===== config.mk =====
export PLATFORM = sky130hd
export DESIGN_NAME = mem_fetch_ctrl_flat
export DESIGN_NICKNAME = d
export VERILOG_FILES = /design/src/rtl/mem_fetch_ctrl_pkg.sv /design/src/rtl/mem_fetch_ctrl_if.sv /design/src/rtl/mem_fetch_ctrl_fifo.sv /design/src/rtl/mem_fetch_ctrl.sv /design/src/flat_wrapper.sv
export SDC_FILE = /design/constraint.sdc
export NUM_CORES = 1
export LEC_CHECK = 0
export ABC_AREA = 1
export BUFFER_PORTS_ARGS = -buffer_cell sky130_fd_sc_hd__buf_2
export CAP_MARGIN = 20
export CORE_ASPECT_RATIO = 0.7
export CORE_MARGIN = 2
export CORE_UTILIZATION = 35
export CTS_BUF_LIST = sky130_fd_sc_hd__clkbuf_4 sky130_fd_sc_hd__clkbuf_8
export DETAILED_ROUTE_END_ITERATION = 10
export PLACE_DENSITY = 0.49
export SLEW_MARGIN = 10
export SYNTH_ARGS = -nofsm -noshare
export SYNTH_HDL_FRONTEND = slang
export SYNTH_SLANG_ARGS = --single-unit

===== constraint.sdc =====
create_clock -name clk -period 2.8 [get_ports clk]
set_input_delay 0.14 -clock clk [delete_from_list [all_inputs] [get_ports clk]]
set_output_delay 0.14 -clock clk [all_outputs]
set_load 0.01 [all_outputs]

===== src/rtl/mem_fetch_ctrl_pkg.sv =====
// Shared types for the frame fetch stage: state encoding, pixel tag layout
// and the read-credit rule.
package fetch_pkg;

   typedef enum logic [1:0] {
      S_IDLE  = 2'd0,
      S_READ  = 2'd1,
      S_DRAIN = 2'd2,
      S_DONE  = 2'd3
   } state_t;

   localparam int ROW_W = 10;
   localparam int COL_W = 10;
   localparam int TAG_W = ROW_W + COL_W + 1;

   typedef struct packed {
      logic [ROW_W-1:0] row;
      logic [COL_W-1:0] col;
      logic             last;
   } tag_t;

   // Every issued read must already own a FIFO slot once its data returns.
   function automatic logic can_issue(input logic [1:0] count,
                                      input logic       inflight,
                                      input logic       pop);
      logic [2:0] used;
      used = 3'(count) + 3'(inflight) - 3'(pop);
      return used < 3'd2;
   endfunction

endpackage


===== src/rtl/mem_fetch_ctrl_if.sv =====
// BRAM read port plus pixel stream towards the buffer; master is the fetch
// stage, slave is the BRAM/buffer side.
interface mem_fetch_ctrl_if #(
   parameter int DATA_W = 8,
   parameter int ADDR_W = 19
);
   logic                       bram_en_o;
   logic [ADDR_W-1:0]          bram_addr_o;
   logic [DATA_W-1:0]          bram_rdata_i;
   logic                       buf_valid_o;
   logic                       buf_ready_i;
   logic [DATA_W-1:0]          buf_data_o;
   logic [fetch_pkg::ROW_W-1:0] buf_row_o;
   logic [fetch_pkg::COL_W-1:0] buf_col_o;
   logic                       buf_last_o;

   modport master (
      output bram_en_o, bram_addr_o,
      input  bram_rdata_i,
      output buf_valid_o, buf_data_o, buf_row_o, buf_col_o, buf_last_o,
      input  buf_ready_i
   );

   modport slave (
      input  bram_en_o, bram_addr_o,
      output bram_rdata_i,
      input  buf_valid_o, buf_data_o, buf_row_o, buf_col_o, buf_last_o,
      output buf_ready_i
   );
endinterface


===== src/rtl/mem_fetch_ctrl_fifo.sv =====
// Two-entry synchronous FIFO with flush; head entry is visible combinationally
// so the stream output is valid as soon as count is non-zero.
module fetch_fifo2 #(
   parameter int W = 8
) (
   input  logic         clk,
   input  logic         rst_n,
   input  logic         flush,
   input  logic         push,
   input  logic [W-1:0] push_data,
   input  logic         pop,
   output logic [W-1:0] pop_data,
   output logic [1:0]   count
);
   logic       wr_ptr_reg;
   logic       rd_ptr_reg;
   logic [1:0] count_reg;
   logic [W-1:0] entry_data [2];

   genvar gi;
   generate
      for (gi = 0; gi < 2; gi++) begin : g_entry
         logic [W-1:0] data_reg;
         always_ff @(posedge clk) begin
            if (!rst_n) begin
               data_reg <= '0;
            end else if (push && !flush && (wr_ptr_reg == 1'(gi))) begin
               data_reg <= push_data;
            end
         end
         assign entry_data[gi] = data_reg;
      end
   endgenerate

   always_ff @(posedge clk) begin
      if (!rst_n) begin
         wr_ptr_reg <= 1'b0;
         rd_ptr_reg <= 1'b0;
         count_reg  <= 2'd0;
      end else if (flush) begin
         wr_ptr_reg <= 1'b0;
         rd_ptr_reg <= 1'b0;
         count_reg  <= 2'd0;
      end else begin
         if (push) wr_ptr_reg <= ~wr_ptr_reg;
         if (pop)  rd_ptr_reg <= ~rd_ptr_reg;
         count_reg <= count_reg + 2'(push) - 2'(pop);
      end
   end

   assign pop_data = entry_data[rd_ptr_reg];
   assign count    = count_reg;

endmodule


===== src/rtl/mem_fetch_ctrl.sv =====
// Frame fetch stage: streams an IMG_ROW x IMG_COL frame from BRAM in raster
// order to the pixel buffer, one pixel per cycle when the buffer keeps up.
module mem_fetch_ctrl
   import fetch_pkg::*;
#(
   parameter int IMG_ROW   = 540,
   parameter int IMG_COL   = 540,
   parameter int DATA_W    = 8,
   parameter int ADDR_W    = 19,
   parameter int BASE_ADDR = 0
) (
   input  logic             clk,
   input  logic             rst_n,
   input  logic             fetch_run_i,
   output logic             fetch_done_o,
   output logic [1:0]       state_o,
   mem_fetch_ctrl_if.master bus
);
   localparam int FIFO_W = DATA_W + TAG_W;

   state_t            state_reg, state_next;
   logic [ROW_W-1:0]  row_reg, row_next;
   logic [COL_W-1:0]  col_reg, col_next;
   logic [ADDR_W-1:0] addr_reg, addr_next;
   logic [ADDR_W-1:0] last_addr_reg, last_addr_next;
   logic              inflight_reg;
   tag_t              tag_reg;

   logic              issue;
   logic              flush;
   logic              push;
   logic              pop;
   logic              buf_valid;
   logic              at_last;
   logic [1:0]        fifo_count;
   logic [FIFO_W-1:0] fifo_out;
   tag_t              tag_cur;

   assign at_last   = (row_reg == ROW_W'(IMG_ROW - 1)) && (col_reg == COL_W'(IMG_COL - 1));
   assign tag_cur   = '{row: row_reg, col: col_reg, last: at_last};
   assign buf_valid = (fifo_count != 2'd0);
   assign pop       = buf_valid & bus.buf_ready_i;
   // Data returning after an abort belongs to a dead frame and is dropped.
   assign push      = inflight_reg && ((state_reg == S_READ) || (state_reg == S_DRAIN));

   always_ff @(posedge clk) begin
      if (!rst_n) begin
         state_reg     <= S_IDLE;
         row_reg       <= '0;
         col_reg       <= '0;
         addr_reg      <= '0;
         last_addr_reg <= '0;
         inflight_reg  <= 1'b0;
         tag_reg       <= '0;
      end else begin
         state_reg     <= state_next;
         row_reg       <= row_next;
         col_reg       <= col_next;
         addr_reg      <= addr_next;
         last_addr_reg <= last_addr_next;
         inflight_reg  <= issue;
         if (issue) tag_reg <= tag_cur;
      end
   end

   always_comb begin
      state_next     = state_reg;
      row_next       = row_reg;
      col_next       = col_reg;
      addr_next      = addr_reg;
      last_addr_next = last_addr_reg;
      issue          = 1'b0;
      flush          = 1'b0;
      case (state_reg)
         S_IDLE: begin
            if (fetch_run_i) begin
               state_next = S_READ;
               row_next   = '0;
               col_next   = '0;
               addr_next  = ADDR_W'(BASE_ADDR);
            end
         end
         S_READ: begin
            if (!fetch_run_i) begin
               flush      = 1'b1;
               state_next = S_IDLE;
            end else begin
               issue = can_issue(fifo_count, inflight_reg, pop);
               if (issue) begin
                  last_addr_next = addr_reg;
                  addr_next      = addr_reg + ADDR_W'(1);
                  if (at_last) begin
                     state_next = S_DRAIN;
                  end else if (col_reg == COL_W'(IMG_COL - 1)) begin
                     col_next = '0;
                     row_next = row_reg + ROW_W'(1);
                  end else begin
                     col_next = col_reg + COL_W'(1);
                  end
               end
            end
         end
         S_DRAIN: begin
            if (!fetch_run_i) begin
               flush      = 1'b1;
               state_next = S_IDLE;
            end else if (!inflight_reg &&
                         ((fifo_count == 2'd0) || ((fifo_count == 2'd1) && pop))) begin
               // Leave as soon as the final handshake happens this cycle.
               state_next = S_DONE;
            end
         end
         S_DONE: begin
            if (!fetch_run_i) state_next = S_IDLE;
         end
         default: state_next = S_IDLE;
      endcase
   end

   fetch_fifo2 #(
      .W (FIFO_W)
   ) u_fifo (
      .clk       (clk),
      .rst_n     (rst_n),
      .flush     (flush),
      .push      (push),
      .push_data ({bus.bram_rdata_i, tag_reg}),
      .pop       (pop),
      .pop_data  (fifo_out),
      .count     (fifo_count)
   );

   assign bus.bram_en_o   = issue;
   assign bus.bram_addr_o = issue ? addr_reg : last_addr_reg;
   assign bus.buf_valid_o = buf_valid;
   assign {bus.buf_data_o, bus.buf_row_o, bus.buf_col_o, bus.buf_last_o} = fifo_out;
   assign fetch_done_o    = (state_reg == S_DONE);
   assign state_o         = state_reg;

endmodule


===== src/flat_wrapper.sv =====
// flat-port wrapper written by rule: the top's interface ports become plain ports
module mem_fetch_ctrl_flat import fetch_pkg::*;
#(
   parameter int IMG_ROW   = 540,
   parameter int IMG_COL   = 540,
   parameter int DATA_W    = 8,
   parameter int ADDR_W    = 19,
   parameter int BASE_ADDR = 0
)
  (clk, rst_n, fetch_run_i, fetch_done_o, state_o, bus_bram_en_o, bus_bram_addr_o, bus_bram_rdata_i, bus_buf_valid_o, bus_buf_data_o, bus_buf_row_o, bus_buf_col_o, bus_buf_last_o, bus_buf_ready_i);
  mem_fetch_ctrl_if #(.DATA_W(DATA_W), .ADDR_W(ADDR_W)) bus_i ();
  input  logic clk;
  input  logic rst_n;
  input  logic fetch_run_i;
  output logic fetch_done_o;
  output logic [1:0] state_o;
  output wire logic [$bits(bus_i.bram_en_o)-1:0] bus_bram_en_o;
  output wire logic [$bits(bus_i.bram_addr_o)-1:0] bus_bram_addr_o;
  input wire logic [$bits(bus_i.bram_rdata_i)-1:0] bus_bram_rdata_i;
  output wire logic [$bits(bus_i.buf_valid_o)-1:0] bus_buf_valid_o;
  output wire logic [$bits(bus_i.buf_data_o)-1:0] bus_buf_data_o;
  output wire logic [$bits(bus_i.buf_row_o)-1:0] bus_buf_row_o;
  output wire logic [$bits(bus_i.buf_col_o)-1:0] bus_buf_col_o;
  output wire logic [$bits(bus_i.buf_last_o)-1:0] bus_buf_last_o;
  input wire logic [$bits(bus_i.buf_ready_i)-1:0] bus_buf_ready_i;
  assign bus_bram_en_o = bus_i.bram_en_o;
  assign bus_bram_addr_o = bus_i.bram_addr_o;
  assign bus_i.bram_rdata_i = bus_bram_rdata_i;
  assign bus_buf_valid_o = bus_i.buf_valid_o;
  assign bus_buf_data_o = bus_i.buf_data_o;
  assign bus_buf_row_o = bus_i.buf_row_o;
  assign bus_buf_col_o = bus_i.buf_col_o;
  assign bus_buf_last_o = bus_i.buf_last_o;
  assign bus_i.buf_ready_i = bus_buf_ready_i;
  mem_fetch_ctrl #(.IMG_ROW(IMG_ROW), .IMG_COL(IMG_COL), .DATA_W(DATA_W), .ADDR_W(ADDR_W), .BASE_ADDR(BASE_ADDR)) u_core (.clk(clk), .rst_n(rst_n), .fetch_run_i(fetch_run_i), .fetch_done_o(fetch_done_o), .state_o(state_o), .bus(bus_i));
endmodule

==> results.yml <==
finish:
  drive_gt1_frac: 0.235
  nNetsFinal: 1082
  final_common_cell: "nand2_1"
  final_cell_mix: "188 x nand2_1, 179 x nor2_1, 142 x dfxtp_1, 93 x o21ai_0, 64 x inv_1"
  stdcell_count: 1315
  antennaDiodeCount: 0
  synthToLayoutAreaGrowth_pct: 24.3
  fin_area_um2: 8350
  largest_reg_flops: 58
global_route:
  first_global_vias: 5621
  grt_max_degree: 44
  grt_overflow_total: 0
  grt.total_usage: 0.179
  grt_pass1_wl_um: 29200
  antenna_found_initial: 0
logic_synthesis:
  ys_seq_area_frac: 0.429
  synth_ff_type: "dfxtp_1"
  synth-seq-cells: 144
  ys_top_cells_by_area: "dfxtp_1 43%, nand2_1 11%, nor2_1 10%"
  synth_edf_count: 0
  synthDistinctLibCells: 38
  yosys.area.top_type_share: 0.429
  synth_top_area_cell: "dfxtp_1"
  netlist_area_um2: 6720
  syn_avg_cell_area_um2: 7.07
  syn_inst: 951
  async_reset_ff_frac: 0
  syn_nets: 972
  ys_warn_count: 0
sta:
  relSlewSlack: 0.636
  fin_ws_ps: -98.8
  finalSetupTns_ps: -1510
  max_freq_mhz: 345
  worst_pin_slew_ps: 546
  slew_violations: 0
  layout_min_cycle_time_ps: 2900
  timing.final.hold_violations: 0
  whs_ps: 163
  setup_violations: 19
  rsz0062_at_grt: "yes"
  period_share: 1.04
  finClkSkew_ps: 14.0
status:
  status: "complete, but fails checks"
  violations: "setup timing"
floorplanning:
  coreArea_um2: 18900
  io_pins: 65
  row_count: 42
  die_h_um: 120
  dieArea_um2: 20300
  initial_core_util: 0.356
  die_w_um: 170
worst_hold_path:
  hp-class: "input pin to register"
critical_path:
  path_cells: "inv_2 -> nand2_2 -> nand2_2 -> or2_4 -> a21oi_2 -> fa_1 -> inv_2 -> nand4_4 -> nor2_4 -> buf_12 -> buf_12 -> or2_2 -> inv_1 -> a21oi_1 -> buf_2"
  crit_family: "simple AND/OR/NAND/NOR gates"
  cp-start-kind: "register"
  path_buf_inv: 6
  critPathSlowestCell: "fa_1"
  required_ps: 2660
  crit_type: "register to output port"
  cp-end-kind: "output port"
  cpPeakStageDelay_ps: 460
  cp_max_fo: 10
  arrival_ps: 2760
drt:
  drc_errors: 0
  vias: 6115
  wl_per_cell_um: 13.3
  antenna_left: 0
  wl_um: 17500
  drt_pass1_iterations: 7
  vias_per_cell: 4.65
  first_iter_violations: 460
placed_design:
  place_congestion: 0.790
  placedInstanceArea_um2: 7330
  io_buffers: 64
  dp.cells: 1236
  hpwl_um: 11200
clock_tree:
  cts_tree: "yes"
  numCtsBuffers: 17
  insertion_delay_ps: 440
  clk_pin_slew_worst_paths_ps: 80
  cts_sinks: 144
  htreeDepth: 4
  root_buffer: "clkbuf_8"
  cts_max_path_buffers: 2
flow_run:
  maxCapViolations: 0
power:
  p_leak_uw: 0.00364
  max-vdd-ir-drop_uv: 310
  power_density_nw_per_um2: 832
power breakdown:
group          internal [uW]  leakage, uW  switching, uW  total [uW]
Clock                    775     0.000188            815        1590
Combinational           1330      0.00229           1590        2920
Sequential              2300      0.00117            148        2450
cell families (layout without fill, tap and decap cells):
group | after synthesis | after routing | synth area share
xor gates and xnor gates | 6 | 6 | 0.00782
DFF | 144 | 144 | 0.429
adders and majority gates | 9 | 9 | 0.0179
and+or+nand+nor | 464 | 464 | 0.303
AOI/OAI and AO/OA | 195 | 195 | 0.161
buffers and inverters | 133 | 255 | 0.0816
final timing paths:
check | start | endpoint | slack [ps] | cells past startpoint
setup / recovery | u_core.u_fifo.count[1]$_SDFF_PP0_ | bus_bram_addr_o[4] | -100 | 15
setup reg to reg | u_core.u_fifo.count[1]$_SDFF_PP0_ | u_core.addr_reg[9]$_SDFFE_PN0P_ | 170 | 17
hold reg to reg | u_core.tag_reg[10]$_SDFFE_PN0P_ | u_core.u_fifo.g_entry[0].data_reg[10]$_SDFFE_PN0P_ | 480 | 2
hold / removal | fetch_run_i | u_core.tag_reg[0]$_SDFFE_PN0P_ | 160 | 5
cell usage after synthesis (2+ instances only):
cell type	n
nor2_1	179
nor3_1	11
dfxtp_1	144
buf_2	13
o21a_1	2
nand3_2	2
nor2_4	6
nand4_1	14
nand3_1	29
nand2_4	2
inv_1	80
buf_6	2
a211oi_2	5
a21oi_2	2
nand2_2	5
a21oi_1	70
xor2_1	5
buf_1	2
o21ai_0	94
clkbuf_1	24
inv_2	7
ha_1	8
or2_2	20
a211oi_1	16
o21ai_1	4
buf_4	4
nand2_1	190
final cells by class:
type,instances,area (um2)
Clock inverter,11,106
Timing Repair Buffer,136,1030
Sequential cell,144,2890
Fill cell,1968,10500
Inverter,88,335
Clock buffer,20,275
Multi-Input combinational cell,674,3420
Tap cell,242,303
through the flow:
| stage | worst slack (ps) | total power [uW] | util |
|---|---|---|---|
| 2_1_floorplan | 191 | 3970 | - |
| 3_3_place_gp | 142 | 4640 | 0.389 |
| 3_5_place_dp | 89.9 | 4640 | 0.389 |
| 4_1_cts | -257 | 6920 | 0.441 |
| 5_1_grt | -290 | 7460 | 0.443 |
| 6_report | -98.8 | 6950 | 0.443 |
repair_timing:
item	4_1_cts	5_1_grt
setup endpoints to repair	20	22
endpoints found under the hold margin	17	0
gates cloned	4	0
pin swaps	13	12
hold buffers	9	0
gates resized for setup	50	27
setup buffers	38	6
per-layer routing:
layer,vias to the layer above,GRT usage,part of all wire
met1,2744,0.279,0.57
li1,3295,-,-
met3,4,0.0422,0.032
met5,-,0,0
met2,72,0.248,0.40
met4,0,0.0353,0.0035
worst min-delay path: stages:
cell and delay, ps:
buf_2 140, nand2_1 60, inv_1 60, nand4_1 90
a21oi_1 60
Note: power is estimated with default switching activity, not from simulation.
